### src/rtl/mano_pkg.sv
`default_nettype none
// ============================================================================
// mano_pkg : shared widths and the 3-to-8 one-hot decoder for T and D
// Revision : 1.0
// ============================================================================
package mano_pkg;

  localparam int WORD_W  = 16;
  localparam int SC_W    = 3;
  localparam int T_W     = 8;
  localparam int OPC_LSB = 12;
  localparam int I_BIT   = 15;

  function automatic logic [T_W-1:0] decode3to8(input logic [SC_W-1:0] v);
    logic [T_W-1:0] r;
    r    = '0;
    r[v] = 1'b1;
    return r;
  endfunction

endpackage
`default_nettype wire

### src/rtl/seq_counter.sv
`default_nettype none
// ============================================================================
// seq_counter : 3-bit sequence counter SC with clear/increment/hold and S gating
// Revision    : 1.0
// ============================================================================
module seq_counter
  import mano_pkg::*;
(
  input  logic            clk,
  input  logic            reset_n,
  input  logic            run,
  input  logic            hlt,
  input  logic            start,
  input  logic            clr,
  output logic [SC_W-1:0] sc,
  output logic [T_W-1:0]  t
);

  logic [SC_W-1:0] r_sc;

  // A halt freezes SC on the very edge that drops S, so the halted step is kept.
  always_ff @(posedge clk or negedge reset_n) begin
    if (!reset_n) begin
      r_sc <= '0;
    end else if (hlt) begin
      r_sc <= r_sc;
    end else if (!run) begin
      if (start) begin
        r_sc <= '0;
      end
    end else if (clr) begin
      r_sc <= '0;
    end else begin
      r_sc <= r_sc + 1'b1;
    end
  end

  assign sc = r_sc;
  assign t  = run ? decode3to8(r_sc) : '0;

endmodule
`default_nettype wire

### src/rtl/timing_decode.sv
`default_nettype none
// ============================================================================
// timing_decode : run control, IR, opcode decode and interrupt-cycle control
// Revision      : 1.0
// ============================================================================
module timing_decode
  import mano_pkg::*;
(
  input  logic              clk,
  input  logic              reset_n,
  input  logic [WORD_W-1:0] mem_data,
  input  logic              start,
  input  logic              hlt,
  input  logic              sc_clr,
  input  logic              ien_set,
  input  logic              ien_clr,
  input  logic              fgi,
  input  logic              fgo,
  output logic [T_W-1:0]    T,
  output logic [T_W-1:0]    D,
  output logic [WORD_W-1:0] B,
  output logic              I,
  output logic              R,
  output logic              IEN,
  output logic              S
);

  logic [WORD_W-1:0] r_ir;
  logic [T_W-1:0]    r_d;
  logic              r_i;
  logic              r_r;
  logic              r_ien;
  logic              r_s;

  logic [SC_W-1:0]   w_sc;
  logic [T_W-1:0]    w_t;
  logic              w_int_end;
  logic              w_int_req;
  logic              w_sc_clr;

  assign w_int_end = r_r & w_t[2];
  assign w_int_req = r_s & (w_sc >= SC_W'(3)) & r_ien & (fgi | fgo);
  assign w_sc_clr  = sc_clr | w_int_end;

  seq_counter u_seq (
    .clk     (clk),
    .reset_n (reset_n),
    .run     (r_s),
    .hlt     (hlt),
    .start   (start),
    .clr     (w_sc_clr),
    .sc      (w_sc),
    .t       (w_t)
  );

  always_ff @(posedge clk or negedge reset_n) begin
    if (!reset_n) begin
      r_s <= 1'b0;
    end else if (hlt) begin
      r_s <= 1'b0;
    end else if (start) begin
      r_s <= 1'b1;
    end
  end

  // Fetch and decode are suppressed while the interrupt cycle owns T0..T2.
  always_ff @(posedge clk or negedge reset_n) begin
    if (!reset_n) begin
      r_ir <= '0;
      r_d  <= '0;
      r_i  <= 1'b0;
    end else begin
      if (w_t[1] && !r_r) begin
        r_ir <= mem_data;
      end
      if (w_t[2] && !r_r) begin
        r_d <= decode3to8(r_ir[OPC_LSB +: 3]);
        r_i <= r_ir[I_BIT];
      end
    end
  end

  always_ff @(posedge clk or negedge reset_n) begin
    if (!reset_n) begin
      r_r <= 1'b0;
    end else if (w_int_end) begin
      r_r <= 1'b0;
    end else if (w_int_req) begin
      r_r <= 1'b1;
    end
  end

  always_ff @(posedge clk or negedge reset_n) begin
    if (!reset_n) begin
      r_ien <= 1'b0;
    end else if (w_int_end || ien_clr) begin
      r_ien <= 1'b0;
    end else if (ien_set) begin
      r_ien <= 1'b1;
    end
  end

  assign T   = w_t;
  assign D   = r_d;
  assign B   = r_ir;
  assign I   = r_i;
  assign R   = r_r;
  assign IEN = r_ien;
  assign S   = r_s;

endmodule
`default_nettype wire

### config.mk
export PLATFORM = sky130hd
export DESIGN_NAME = timing_decode
export DESIGN_NICKNAME = d
export VERILOG_FILES = /design/src/rtl/mano_pkg.sv /design/src/rtl/seq_counter.sv /design/src/rtl/timing_decode.sv
export SDC_FILE = /design/constraint.sdc
export NUM_CORES = 1
export LEC_CHECK = 0
export BUFFER_PORTS_ARGS = -buffer_cell sky130_fd_sc_hd__buf_2
export CAP_MARGIN = 20
export CELL_PAD_IN_SITES_DETAIL_PLACEMENT = 2
export CELL_PAD_IN_SITES_GLOBAL_PLACEMENT = 2
export CORE_UTILIZATION = 29
export DETAILED_ROUTE_END_ITERATION = 12
export GPL_TIMING_DRIVEN = 1
export HOLD_SLACK_MARGIN = 0.03
export MAX_ROUTING_LAYER = met4
export PLACE_DENSITY = 0.78
export SLEW_MARGIN = 20
export SYNTH_ARGS = -nofsm -noshare
export SYNTH_HDL_FRONTEND = slang
export SYNTH_HIERARCHICAL = 1
export SYNTH_SLANG_ARGS = --single-unit
### constraint.sdc
create_clock -name clk -period 1.97 [get_ports clk]
set_input_delay 0.4925 -clock clk [delete_from_list [all_inputs] [get_ports clk]]
set_output_delay 0.4925 -clock clk [all_outputs]
set_load 0.02 [all_outputs]
Word level (Yosys, flattened, before mapping):

Index checks and enable logic that the tools add are counted.

* $lt $le $gt $ge: 5
* reductions and logical operators: 11
* muxes and demuxes: 14
* add/sub/neg operators: 1
* bitwise logic cells: 7

Operator list (number)
* $mux W3: 3
* $lt A3 B4 Y1 const B: 2
* $mux W1: 8
* $mux W8: 1
* $reduce_bool A2 Y1: 4
* $demux W1 S3: 2
* $ge A3 B1 Y1 const B: 2
* $and A1 B1 Y1: 4
* $logic_and A1 B1 Y1: 4
* $add A3 B1 Y3 const B: 1
* $ge A3 B2 Y1 const B: 1
* $or A1 B1 Y1: 2
* $reduce_and A2 Y1: 1
* $logic_not A1 Y1: 1
* $logic_or A1 B1 Y1: 1
* $not A1 Y1: 1

* register bits: 31
* output and inout bits: 36

Depth between registers and ports, before layout:

* depth in word-level cells: 9
* depth in mapped cells: 6
* depth with buffers taken out: 5

Cells and area by module:

Netlist, hierarchy kept.

Modules (own cells, without submodules)
* timing_decode: cells an instance 73, sequential area each 700.7 sq um, area an instance 1182.4 sq um, times used 1
* seq_counter: cells an instance 26, sequential area each 75.1 sq um, area an instance 210.2 sq um, times used 1

Worst setup path after synthesis:

No wires, ideal clock.

* path type: register to register
* start: register r_s (netlist: S)
* end: register r_ir[10] (netlist: B[10])
* data arrival time: 2.023 ns
* library setup time: 0.125 ns
* path slack: -0.178 ns
* cell stages (with the launch flop): 7
* required time: 1.845 ns
* period minus slack after synthesis: 2.148 ns
* cells stage by stage: dfrtp_1 nand2_1 nor3_1 nor2b_4 buf_6 buf_12 mux2_4

* word-level cells in the longest chain between the ends: 2

Ends and longest elaborated chain
* from (decl): RTL line timing_decode.sv:33 `logic r_s;`
* from (signal assigned): RTL line timing_decode.sv:58 `r_s <= 1'b0;`
* from (signal assigned): RTL line timing_decode.sv:60 `r_s <= 1'b0;`
* from (signal assigned): RTL line timing_decode.sv:62 `r_s <= 1'b1;`
* $mux W8: RTL line seq_counter.sv:39 `assign t = run ? decode3to8(r_sc) : '0;`
* named net T[1]: RTL line timing_decode.sv:19 `output logic [T_W-1:0] T,`
* $logic_and A1 B1 Y1: RTL line timing_decode.sv:73 `if (w_t[1] && !r_r) begin`
* to (signal assigned): RTL line timing_decode.sv:74 `r_ir <= mem_data;`
* to (decl): RTL line timing_decode.sv:28 `logic [WORD_W-1:0] r_ir;`

The timed path passes the listed nets, and every way through them passes these cells.
A chain may end at the register's enable or synchronous reset.

Worst setup path in the final report:

* start: register u_seq.r_sc[0] (netlist: u_seq/sc[0])
* end: output port T[2]

* word-level cells in the longest chain between the ends: 5
* elaborated cells between the ends (all ways): 6
* those cells by class: order compare (2); mux (3); reduce/logical (1)

Ends and longest elaborated chain
* from (decl): RTL line seq_counter.sv:19 `logic [SC_W-1:0] r_sc;`
* from (signal assigned): RTL line seq_counter.sv:26 `r_sc <= r_sc;`
* from (signal assigned): RTL line seq_counter.sv:34 `r_sc <= r_sc + 1'b1;`
* $lt A3 B4 Y1 (implied by the code) or $ge A3 B1 Y1 (tied branches): RTL line mano_pkg.sv:17 `r[v] = 1'b1;`
* $logic_and A1 B1 Y1 (implied by the code): RTL line mano_pkg.sv:17
* $mux W1 (implied by the code): RTL line mano_pkg.sv:17
* $demux W1 S3 (*)
* $mux W8 (*): RTL line seq_counter.sv:39
* to (decl): RTL line timing_decode.sv:19

Mark *: on every way between the ends. The rest lies on a longest branch, timed or not.

==> out/metrics.cfg <==
[critical_path]
start_kind=flop
r2r_cells=5
path_delay_family=simple AND/OR/NAND/NOR gates
reg2reg_slack_ns=0.32
cp-endpoint=T[2]
r2r_start=u_seq/sc[0]
worst-path-buf-inv=1
worstReg2RegEnd=D[1]
critical_path_required_ns=1.48
worstPathCellList=nand2b_1 > nor2_2 > buf_2
critical_path.startpoint=u_seq/sc[0]
crit_slowest_cell=dfrtp_1
worst_setup_path_end_kind=output pin
critPathArrivalTime_ns=1.33
critical_path_class=reg2out
critPathMaxFanout=5
cp_slowest_stage_delay_ns=0.42
cp.depth=3

[drt]
viasPerCell=4.843
drt_first_pass_iters=8
routed_wl_mm=3.687
drc=5
wire_per_inst_um=17.07
num_vias=1046
ant_nets=0
first_iter_violations=23

[synth]
syn_area_sq_um=1393
synth_edf_count=0
synth_nets=125
ys_top_cells_by_area=dfrtp_1 (56%), mux2_4 (11%), mux2_2 (5.7%), a22o_1 (3.8%), nor2_1 (2.7%)
synth_cell_type_count=27
yosysWarnings=6
synth_commonest_cells=dfrtp_1 (31), mux2_4 (10), nor2_1 (10)
synthCells=99
yosysSeqAreaShare_pct=55.71
synth_flop_cell=dfrtp_1
synth.most_common_cell=dfrtp_1
async_reset_ff_share_pct=100.0
ys_seq_elements=31
synth_top_cell_area_share_pct=55.71
yosysTopAreaCell=dfrtp_1
syn_area_per_cell_sq_um=14.07

[final_layout]
syn_to_final_growth_pct=31.27
fin_cells=216
antenna_cells=0
fin_area_sq_um=1828
drive_above_1_share_pct=57.32
nets=190
utilization_pct=40.86

[grt]
grt_util_all_layers_pct=16.52
grt_first_pass_wirelength_mm=5.975
grt_max_degree=32
grt_overflow=0
antenna_found_initial=0
grt_pass1_vias=1155

[status]
status=finished, violations left
violations=DRC

[timing]
finClkSkew_ns=0.006703
fin_crit_sh_pct=92.71
worst_slew_pin_slew_ns=0.7036
rsz0062_at_grt=no
hold_viol=0
setup_tns_ns=0
setup_viol=0
slew_headroom_pct=53.09
min_period_ns=1.826
max_freq_mhz=547.5
maxSlewViolCount=0
timing.hold.ws_ns=0.2520

[floorplanning]
ioPinCount=61
die_area_sq_um=5083
rows=24
core_sq_um=4474
start_util_pct=31.12
die_w_um=71.30
die_h_um=71.30

[power]
ir_drop_v=0.0006341
p_sw_share_pct=35.38
intPower_w=0.001420
p_clk_share_pct=22.9
pwr-share-seq_pct=44.0
power.density_nw_per_um2=1202
p_leak_nw=0.9623
p_switching_w=0.0007776
combinationalPowerShare_pct=33.2

[worst_hold_path]
min_path_type=in2async

[placement]
place_area_sq_um=1737
globalplace.congestion=0.7424
dp_hpwl_mm=2.935
placedCellCount=209
port-buffer-count=60

[cts]
post-cts-setup-buffers=0
cts_resized=0
postCtsHoldBufs=0
clk_pin_slew_worst_paths_ns=0.07
clk_path_buf_depth=2
cts_buffers=5
clk_latency_ns=0.28
ctsRootBufferMaster=clkbuf_8
cts.htree.levels=2
clock_sinks=31
cts_tree=done

[run]
max_cap_violations=0

-- power by group through the flow --
stage | sequential, W | clock (W) | combinational (W)
finish | 0.000966 | 0.000503 | 0.000729
global route | 0.000996 | 0.000541 | 0.000780
CTS | 0.000975 | 0.000528 | 0.000743
detailed placement | 0.000983 | 0 | 0.000746
global placement | 0.000966 | 0 | 0.000711
floorplan | 0.00113 | 0 | 0.000314
-- final cells by class --
cell class	count	area, sq um
Timing Repair Buffer	62	327.8
Clock inverter	1	5.005
Fill cell	487	2646
Sequential cell	31	777.0
Multi-Input combinational cell	62	563.0
Tap cell	52	65.06
Inverter	2	7.507
Clock buffer	6	82.58
-- placed cells by master, fill, tap and decap left out, types with 2 or more instances in the layout --
cell / instances
a22o_1: 6
a32o_1: 2
and4bb_2: 2
buf_2: 60
clkbuf_8: 6
dfrtp_1: 30
inv_1: 2
mux2_2: 7
mux2_4: 10
nand2_1: 3
nand2b_1: 3
nor2_1: 9
o2bb2ai_1: 2
o31ai_1: 2
or2b_1: 2
-- stage by stage --
stage               total power (W)  worst slack, ns
floorplan                  0.001445          0.04155
global placement           0.001677           0.3997
detailed placement         0.001729           0.2443
CTS                        0.002246          0.05806
global route               0.002318          0.03729
finish                     0.002198           0.1436
-- state kept, by name, indices dropped and copies added (netlist names) --
name      cells
B            16
D             8
u_seq/sc      3
I             1
IEN           1
R             1
S             1
-- cell families (layout without fill, tap and decap cells) --
kind of cell	count (synthesis)	in the layout	share of synthesized area, %
DFF	31	31	55.71
adders and majority gates	1	1	0.8983
buffers and inverters	6	71	4.403
AOI/OAI and AO/OA	17	17	10.15
and+or+nand+nor	26	26	11.68
muxes	18	18	17.16
-- per-layer routing --
layer  track usage [%]  share of wire, %  routed length, um
met5                 -                 0                  0
met4             7.333               1.8                 65
met3             3.797               6.2                229
met2             29.42                54               2004
met1             17.43                38               1388
-- how the worst min path moves through the flow --
stage / from / endpoint / slack, ns / cells after the start
after floorplan: reset_n / B[0] / 0.20 / 0
after global placement: D[6] / D[6] / 0.47 / 1
after detailed placement: D[7] / D[7] / 0.50 / 1
after CTS: reset_n / B[7] / 0.28 / 1
after global routing: reset_n / D[3] / 0.31 / 1
final: reset_n / R / 0.25 / 1
(Power assumes the default switching activity.)
